File: config.mk
export PLATFORM = sky130hd
export DESIGN_NAME = atoi_arbiter_flat
export DESIGN_NICKNAME = d
export VERILOG_FILES = /design/src/rtl/atoi_arbiter_if.sv /design/src/rtl/atoi_arbiter.sv /design/src/flat_wrapper.sv
export SDC_FILE = /design/constraint.sdc
export NUM_CORES = 1
export LEC_CHECK = 0
export ABC_AREA = 1
export CAP_MARGIN = 25
export CORE_UTILIZATION = 35
export CTS_BUF_LIST = sky130_fd_sc_hd__clkbuf_16
export CTS_CLUSTER_DIAMETER = 60
export CTS_CLUSTER_SIZE = 8
export DETAILED_ROUTE_END_ITERATION = 6
export PLACE_DENSITY = 0.69
export RECOVER_POWER = 25
export SYNTH_ARGS = -nofsm -noshare
export SYNTH_HDL_FRONTEND = slang
export SYNTH_SLANG_ARGS = --single-unit
File: constraint.sdc
create_clock -name clk -period 1.93 [get_ports clk]
set_input_delay 0.386 -clock clk [delete_from_list [all_inputs] [get_ports clk]]
set_output_delay 0.386 -clock clk [all_outputs]
set_load 0.1 [all_outputs]
File: src/rtl/atoi_arbiter_if.sv
// Bundle of requester, converter and result signals shared by the ATOI arbiter.
// The arbiter connects through the slave modport; the environment driving
// requesters and the converter uses the master modport.
interface atoi_arbiter_if #(
  parameter int unsigned INPUT_WIDTH  = 16,
  parameter int unsigned OUTPUT_WIDTH = 64
);
  logic                    req0;
  logic                    req1;
  logic [INPUT_WIDTH-1:0]  data0;
  logic [INPUT_WIDTH-1:0]  data1;
  logic                    sop0;
  logic                    sop1;
  logic                    eop0;
  logic                    eop1;
  logic                    gnt0;
  logic                    gnt1;
  logic [INPUT_WIDTH-1:0]  cv_data;
  logic                    cv_sop;
  logic                    cv_eop;
  logic [OUTPUT_WIDTH-1:0] cv_number;
  logic                    cv_valid;
  logic                    cv_error;
  logic [OUTPUT_WIDTH-1:0] number;
  logic                    valid;
  logic                    error;
  logic                    timeout;
  logic                    owner;

  modport slave (
    input  req0, req1, data0, data1, sop0, sop1, eop0, eop1,
    input  cv_number, cv_valid, cv_error,
    output gnt0, gnt1, cv_data, cv_sop, cv_eop,
    output number, valid, error, timeout, owner
  );

  modport master (
    output req0, req1, data0, data1, sop0, sop1, eop0, eop1,
    output cv_number, cv_valid, cv_error,
    input  gnt0, gnt1, cv_data, cv_sop, cv_eop,
    input  number, valid, error, timeout, owner
  );
endinterface

File: src/rtl/atoi_arbiter.sv
// Two-requester round-robin arbiter in front of a shared ASCII-to-integer
// converter. Grants one whole packet at a time, forwards its beats with one
// cycle of latency, then waits (bounded) for the converter result and returns
// it tagged with the owning requester.
module atoi_arbiter #(
  parameter int unsigned INPUT_WIDTH  = 16,
  parameter int unsigned OUTPUT_WIDTH = 64,
  parameter int unsigned TIMEOUT      = 16
) (
  input  logic clk,
  input  logic rst,
  atoi_arbiter_if.slave bus
);

  typedef enum logic [1:0] {
    IDLE,
    STREAM,
    WAIT_RES
  } state_t;

  localparam logic [7:0] TIMEOUT_LD = 8'(TIMEOUT);

  state_t                  state_q;
  logic                    rr_q;
  logic                    owner_q;
  logic                    gnt0_q;
  logic                    gnt1_q;
  logic [7:0]              cnt_q;
  logic [INPUT_WIDTH-1:0]  cv_data_q;
  logic                    cv_sop_q;
  logic                    cv_eop_q;
  logic [OUTPUT_WIDTH-1:0] number_q;
  logic                    valid_q;
  logic                    error_q;
  logic                    timeout_q;

  logic                    win_d;
  logic [INPUT_WIDTH-1:0]  sel_data_d;
  logic                    sel_sop_d;
  logic                    sel_eop_d;

  // Winner selection (rr breaks ties) and beat mux from the granted port.
  always_comb begin
    win_d = bus.req1;
    if (bus.req0 && bus.req1) begin
      win_d = rr_q;
    end
    sel_data_d = bus.data0;
    sel_sop_d  = bus.sop0;
    sel_eop_d  = bus.eop0;
    if (owner_q) begin
      sel_data_d = bus.data1;
      sel_sop_d  = bus.sop1;
      sel_eop_d  = bus.eop1;
    end
  end

  // Arbitration FSM with all outputs registered.
  always_ff @(posedge clk or negedge rst) begin
    if (!rst) begin
      state_q   <= IDLE;
      rr_q      <= 1'b0;
      owner_q   <= 1'b0;
      gnt0_q    <= 1'b0;
      gnt1_q    <= 1'b0;
      cnt_q     <= '0;
      cv_data_q <= '0;
      cv_sop_q  <= 1'b0;
      cv_eop_q  <= 1'b0;
      number_q  <= '0;
      valid_q   <= 1'b0;
      error_q   <= 1'b0;
      timeout_q <= 1'b0;
    end else begin
      valid_q   <= 1'b0;
      error_q   <= 1'b0;
      timeout_q <= 1'b0;
      cv_sop_q  <= 1'b0;
      cv_eop_q  <= 1'b0;
      case (state_q)
        IDLE: begin
          if (bus.req0 || bus.req1) begin
            owner_q <= win_d;
            gnt0_q  <= ~win_d;
            gnt1_q  <= win_d;
            state_q <= STREAM;
          end
        end
        STREAM: begin
          cv_data_q <= sel_data_d;
          cv_sop_q  <= sel_sop_d;
          cv_eop_q  <= sel_eop_d;
          if (sel_eop_d) begin
            gnt0_q  <= 1'b0;
            gnt1_q  <= 1'b0;
            cnt_q   <= TIMEOUT_LD;
            state_q <= WAIT_RES;
          end
        end
        WAIT_RES: begin
          if (bus.cv_valid || bus.cv_error) begin
            number_q <= bus.cv_number;
            valid_q  <= bus.cv_valid;
            error_q  <= bus.cv_error;
            rr_q     <= ~rr_q;
            cnt_q    <= '0;
            state_q  <= IDLE;
          end else if (cnt_q < 8'd2) begin
            // Last waiting cycle: the pulse lands exactly TIMEOUT cycles after entry.
            number_q  <= '0;
            error_q   <= 1'b1;
            timeout_q <= 1'b1;
            rr_q      <= ~rr_q;
            cnt_q     <= '0;
            state_q   <= IDLE;
          end else begin
            cnt_q <= cnt_q - 8'd1;
          end
        end
        default: state_q <= IDLE;
      endcase
    end
  end

  assign bus.gnt0    = gnt0_q;
  assign bus.gnt1    = gnt1_q;
  assign bus.cv_data = cv_data_q;
  assign bus.cv_sop  = cv_sop_q;
  assign bus.cv_eop  = cv_eop_q;
  assign bus.number  = number_q;
  assign bus.valid   = valid_q;
  assign bus.error   = error_q;
  assign bus.timeout = timeout_q;
  assign bus.owner   = owner_q;

endmodule

File: src/flat_wrapper.sv
// flat-port wrapper written by rule: the top's interface ports become plain ports
module atoi_arbiter_flat 
#(
  parameter int unsigned INPUT_WIDTH  = 16,
  parameter int unsigned OUTPUT_WIDTH = 64,
  parameter int unsigned TIMEOUT      = 16
)
  (clk, rst, bus_req0, bus_req1, bus_data0, bus_data1, bus_sop0, bus_sop1, bus_eop0, bus_eop1, bus_cv_number, bus_cv_valid, bus_cv_error, bus_gnt0, bus_gnt1, bus_cv_data, bus_cv_sop, bus_cv_eop, bus_number, bus_valid, bus_error, bus_timeout, bus_owner);
  atoi_arbiter_if #(.INPUT_WIDTH(INPUT_WIDTH), .OUTPUT_WIDTH(OUTPUT_WIDTH)) bus_i ();
  input  logic clk;
  input  logic rst;
  input wire logic [$bits(bus_i.req0)-1:0] bus_req0;
  input wire logic [$bits(bus_i.req1)-1:0] bus_req1;
  input wire logic [$bits(bus_i.data0)-1:0] bus_data0;
  input wire logic [$bits(bus_i.data1)-1:0] bus_data1;
  input wire logic [$bits(bus_i.sop0)-1:0] bus_sop0;
  input wire logic [$bits(bus_i.sop1)-1:0] bus_sop1;
  input wire logic [$bits(bus_i.eop0)-1:0] bus_eop0;
  input wire logic [$bits(bus_i.eop1)-1:0] bus_eop1;
  input wire logic [$bits(bus_i.cv_number)-1:0] bus_cv_number;
  input wire logic [$bits(bus_i.cv_valid)-1:0] bus_cv_valid;
  input wire logic [$bits(bus_i.cv_error)-1:0] bus_cv_error;
  output wire logic [$bits(bus_i.gnt0)-1:0] bus_gnt0;
  output wire logic [$bits(bus_i.gnt1)-1:0] bus_gnt1;
  output wire logic [$bits(bus_i.cv_data)-1:0] bus_cv_data;
  output wire logic [$bits(bus_i.cv_sop)-1:0] bus_cv_sop;
  output wire logic [$bits(bus_i.cv_eop)-1:0] bus_cv_eop;
  output wire logic [$bits(bus_i.number)-1:0] bus_number;
  output wire logic [$bits(bus_i.valid)-1:0] bus_valid;
  output wire logic [$bits(bus_i.error)-1:0] bus_error;
  output wire logic [$bits(bus_i.timeout)-1:0] bus_timeout;
  output wire logic [$bits(bus_i.owner)-1:0] bus_owner;
  assign bus_i.req0 = bus_req0;
  assign bus_i.req1 = bus_req1;
  assign bus_i.data0 = bus_data0;
  assign bus_i.data1 = bus_data1;
  assign bus_i.sop0 = bus_sop0;
  assign bus_i.sop1 = bus_sop1;
  assign bus_i.eop0 = bus_eop0;
  assign bus_i.eop1 = bus_eop1;
  assign bus_i.cv_number = bus_cv_number;
  assign bus_i.cv_valid = bus_cv_valid;
  assign bus_i.cv_error = bus_cv_error;
  assign bus_gnt0 = bus_i.gnt0;
  assign bus_gnt1 = bus_i.gnt1;
  assign bus_cv_data = bus_i.cv_data;
  assign bus_cv_sop = bus_i.cv_sop;
  assign bus_cv_eop = bus_i.cv_eop;
  assign bus_number = bus_i.number;
  assign bus_valid = bus_i.valid;
  assign bus_error = bus_i.error;
  assign bus_timeout = bus_i.timeout;
  assign bus_owner = bus_i.owner;
  atoi_arbiter #(.INPUT_WIDTH(INPUT_WIDTH), .OUTPUT_WIDTH(OUTPUT_WIDTH), .TIMEOUT(TIMEOUT)) u_core (.clk(clk), .rst(rst), .bus(bus_i));
endmodule
==> results.ini <==
[run_status]
status = completed

[timing]
grt_setup_unrepaired = false
period_needed_ps = 1560
maxSlewViolCount = 0
fin_setup_tns_ps = 0
hold_viol_final = 0
tightest_slew_ps = 790
skew_ps = 10.7
setup_viol = 0
max_freq_mhz = 643
slew_headroom = 0.473
post-route-period-util = 0.806

[routing]
postRouteAntennaNets = 0
via_per_inst = 4.69
vias = 3878
finalWirelength_um = 11600
drt-pass1-iter-count = 4
wl_per_cell_um = 14.0
drtIter0Drc = 204
drc = 0

[setup_path]
required_ps = 2190
r2r_cells = 4
crit-reg2reg-launch = u_core.bus.owner
crit_path_end_kind = flip-flop
critPathKind = flip-flop to flip-flop
cp-start-kind = flip-flop
r2r_end = u_core.bus.cv_data[7]
crit_path_max_fanout = 17
reg2reg_slack_ps = 370
worstPathArrival_ps = 1820

[hold_path]
hold_end = u_core.bus.number[18]
min_path_cells = 2
hold_path.startpoint = u_core.bus.number[18]
hp-class = flip-flop to flip-flop

[finish]
final_common_cell = nand2_1
final_cell_mix = nand2_1, clkdlybuf4s50_1, dfrtp_1, buf_4, nand3_1
final_util = 0.550
n_antenna_cell = 0
fin_nets = 782
fillers = 1089
final_layout_size_suffix_gt1_frac = 0.259
area_delta_synth_final_pct = 53.4

[logic_synthesis]
avgSynthCellArea_um2 = 8.91
synth_ff_type = dfrtp_1
ys_types = 23
netlist_instances = 481
ys_seq_elements = 99
yosysSeqAreaShare = 0.578
ys_warn_count = 0
synth_edf_count = 0
netlist_area_um2 = 4290
syn-num-nets = 588
async_flop_share = 1.00

[clock_network]
worstSkewPairLatency_ps = 340
ctsResizeCount = 0
h-tree-depth = 3
clockBufferDepth = 2
clock_sinks = 99
hold_buffers = 1
root_buffer = clkbuf_16
path_clk_slew_ps = 70
cts_tree = done
numCtsBuffers = 9
post_cts_buffers = 0

[global_route]
grt_pass1_wl_um = 19100
grt_max_degree = 65
antenna_found_initial = 0
overflow = 0
grt_usage = 0.189
grt_pass1_vias = 3885

[place]
io_buffers = 193
dp.final_hpwl_um = 8340
place.gp.congestion = 0.784

[floorplanning]
die_x_um = 113
die_area_um2 = 12700
core_area_um2 = 12000
die_y_um = 113
fp-row-count = 40
io_pins = 194
start_util = 0.358

[flow_run]
max_cap_violations = 0

state kept, by name (all words and copies together), names as in the netlist:
name / count
u_core.bus.cv_data: 16
u_core.bus.cv_eop: 1
u_core.bus.cv_sop: 1
u_core.bus.error: 1
u_core.bus.gnt0: 1
u_core.bus.gnt1: 1
u_core.bus.number: 64
u_core.bus.owner: 1
u_core.bus.timeout: 1
u_core.bus.valid: 1
u_core.cnt_q: 8
u_core.rr_q: 1
u_core.state_q: 2
per-layer routing:
metal / wire length [um] / vias up / share of wire / GRT usage
met1: 5250 / 1800 / 0.45 / 0.248
met5: 0 / - / 0 / 0
li1: - / 1933 / - / -
met2: 5350 / 133 / 0.46 / 0.302
met4: 182 / 0 / 0.016 / 0.0676
met3: 812 / 12 / 0.070 / 0.0502
logic make-up (layout without fill, tap and decap cells):
| logic type | after synthesis | count (layout) | share of synthesized area |
|---|---|---|---|
| AO/OA/AOI/OAI | 43 | 43 | 0.0508 |
| XOR/XNOR | 3 | 3 | 0.00613 |
| adder cells (fa/ha/maj) | 1 | 1 | 0.00292 |
| buffers and inverters | 39 | 238 | 0.0444 |
| flip-flops | 99 | 99 | 0.578 |
| AND/OR/NAND/NOR | 296 | 296 | 0.318 |
final cells by class:
| class | count | area, um^2 | area share |
|---|---|---|---|
| clock buffers | 9 | 225 | 0.0343 |
| clock inverters | 7 | 92.6 | 0.0141 |
| multi-input cells | 343 | 1620 | 0.247 |
| well taps | 147 | 184 | 0.0280 |
| inverters | 14 | 52.6 | 0.00799 |
| flip-flops and latches | 99 | 2480 | 0.377 |
| repair buffers | 208 | 1920 | 0.292 |
worst max path at each step:
stage | startpoint | endpoint | depth (start not counted)
floorplan | u_core.bus.owner | u_core.cnt_q[4] | 9
global placement | bus_cv_error | u_core.bus.number[18] | 7
detailed placement | bus_cv_error | u_core.bus.number[17] | 7
CTS | u_core.state_q[0] | u_core.bus.number[38] | 4
global route | u_core.bus.owner | u_core.bus.cv_data[14] | 4
finish | u_core.bus.owner | u_core.bus.cv_data[7] | 4
metrics by stage:
stage / setup WS [ps] / instance area, um^2 / std cells / hold WS, ps
floorplan: 248 / 4290 / 481 / 90.4
global placement: 247 / 6250 / 810 / 342
detailed placement: 215 / 6250 / 810 / 346
CTS: 481 / 6580 / 827 / 479
global route: 234 / 6580 / 827 / 499
finish: 374 / 6580 / 827 / 475
critical path, cell delays in order, from the launching register on:
cell,delay [ps]
dfrtp_2,480
clkinv_1,80
clkbuf_1,590
a21oi_1,160
a21oi_1,170
synthesized netlist by cell type (all sizes together) (2+ instances only):
| cell type | number | area share |
|---|---|---|
| xor2 | 3 | 0.0061 |
| inv | 13 | 0.011 |
| dfrtp | 99 | 0.58 |
| a21oi | 34 | 0.040 |
| nor2 | 33 | 0.035 |
| buf | 13 | 0.022 |
| nand2 | 184 | 0.19 |
| nand3 | 76 | 0.090 |
| o21ai | 8 | 0.0093 |
| clkbuf | 12 | 0.011 |
| nand4 | 2 | 0.0029 |
Power is not shown: default switching activity piles up to over one toggle a cycle in this logic, so the estimate is an artifact.
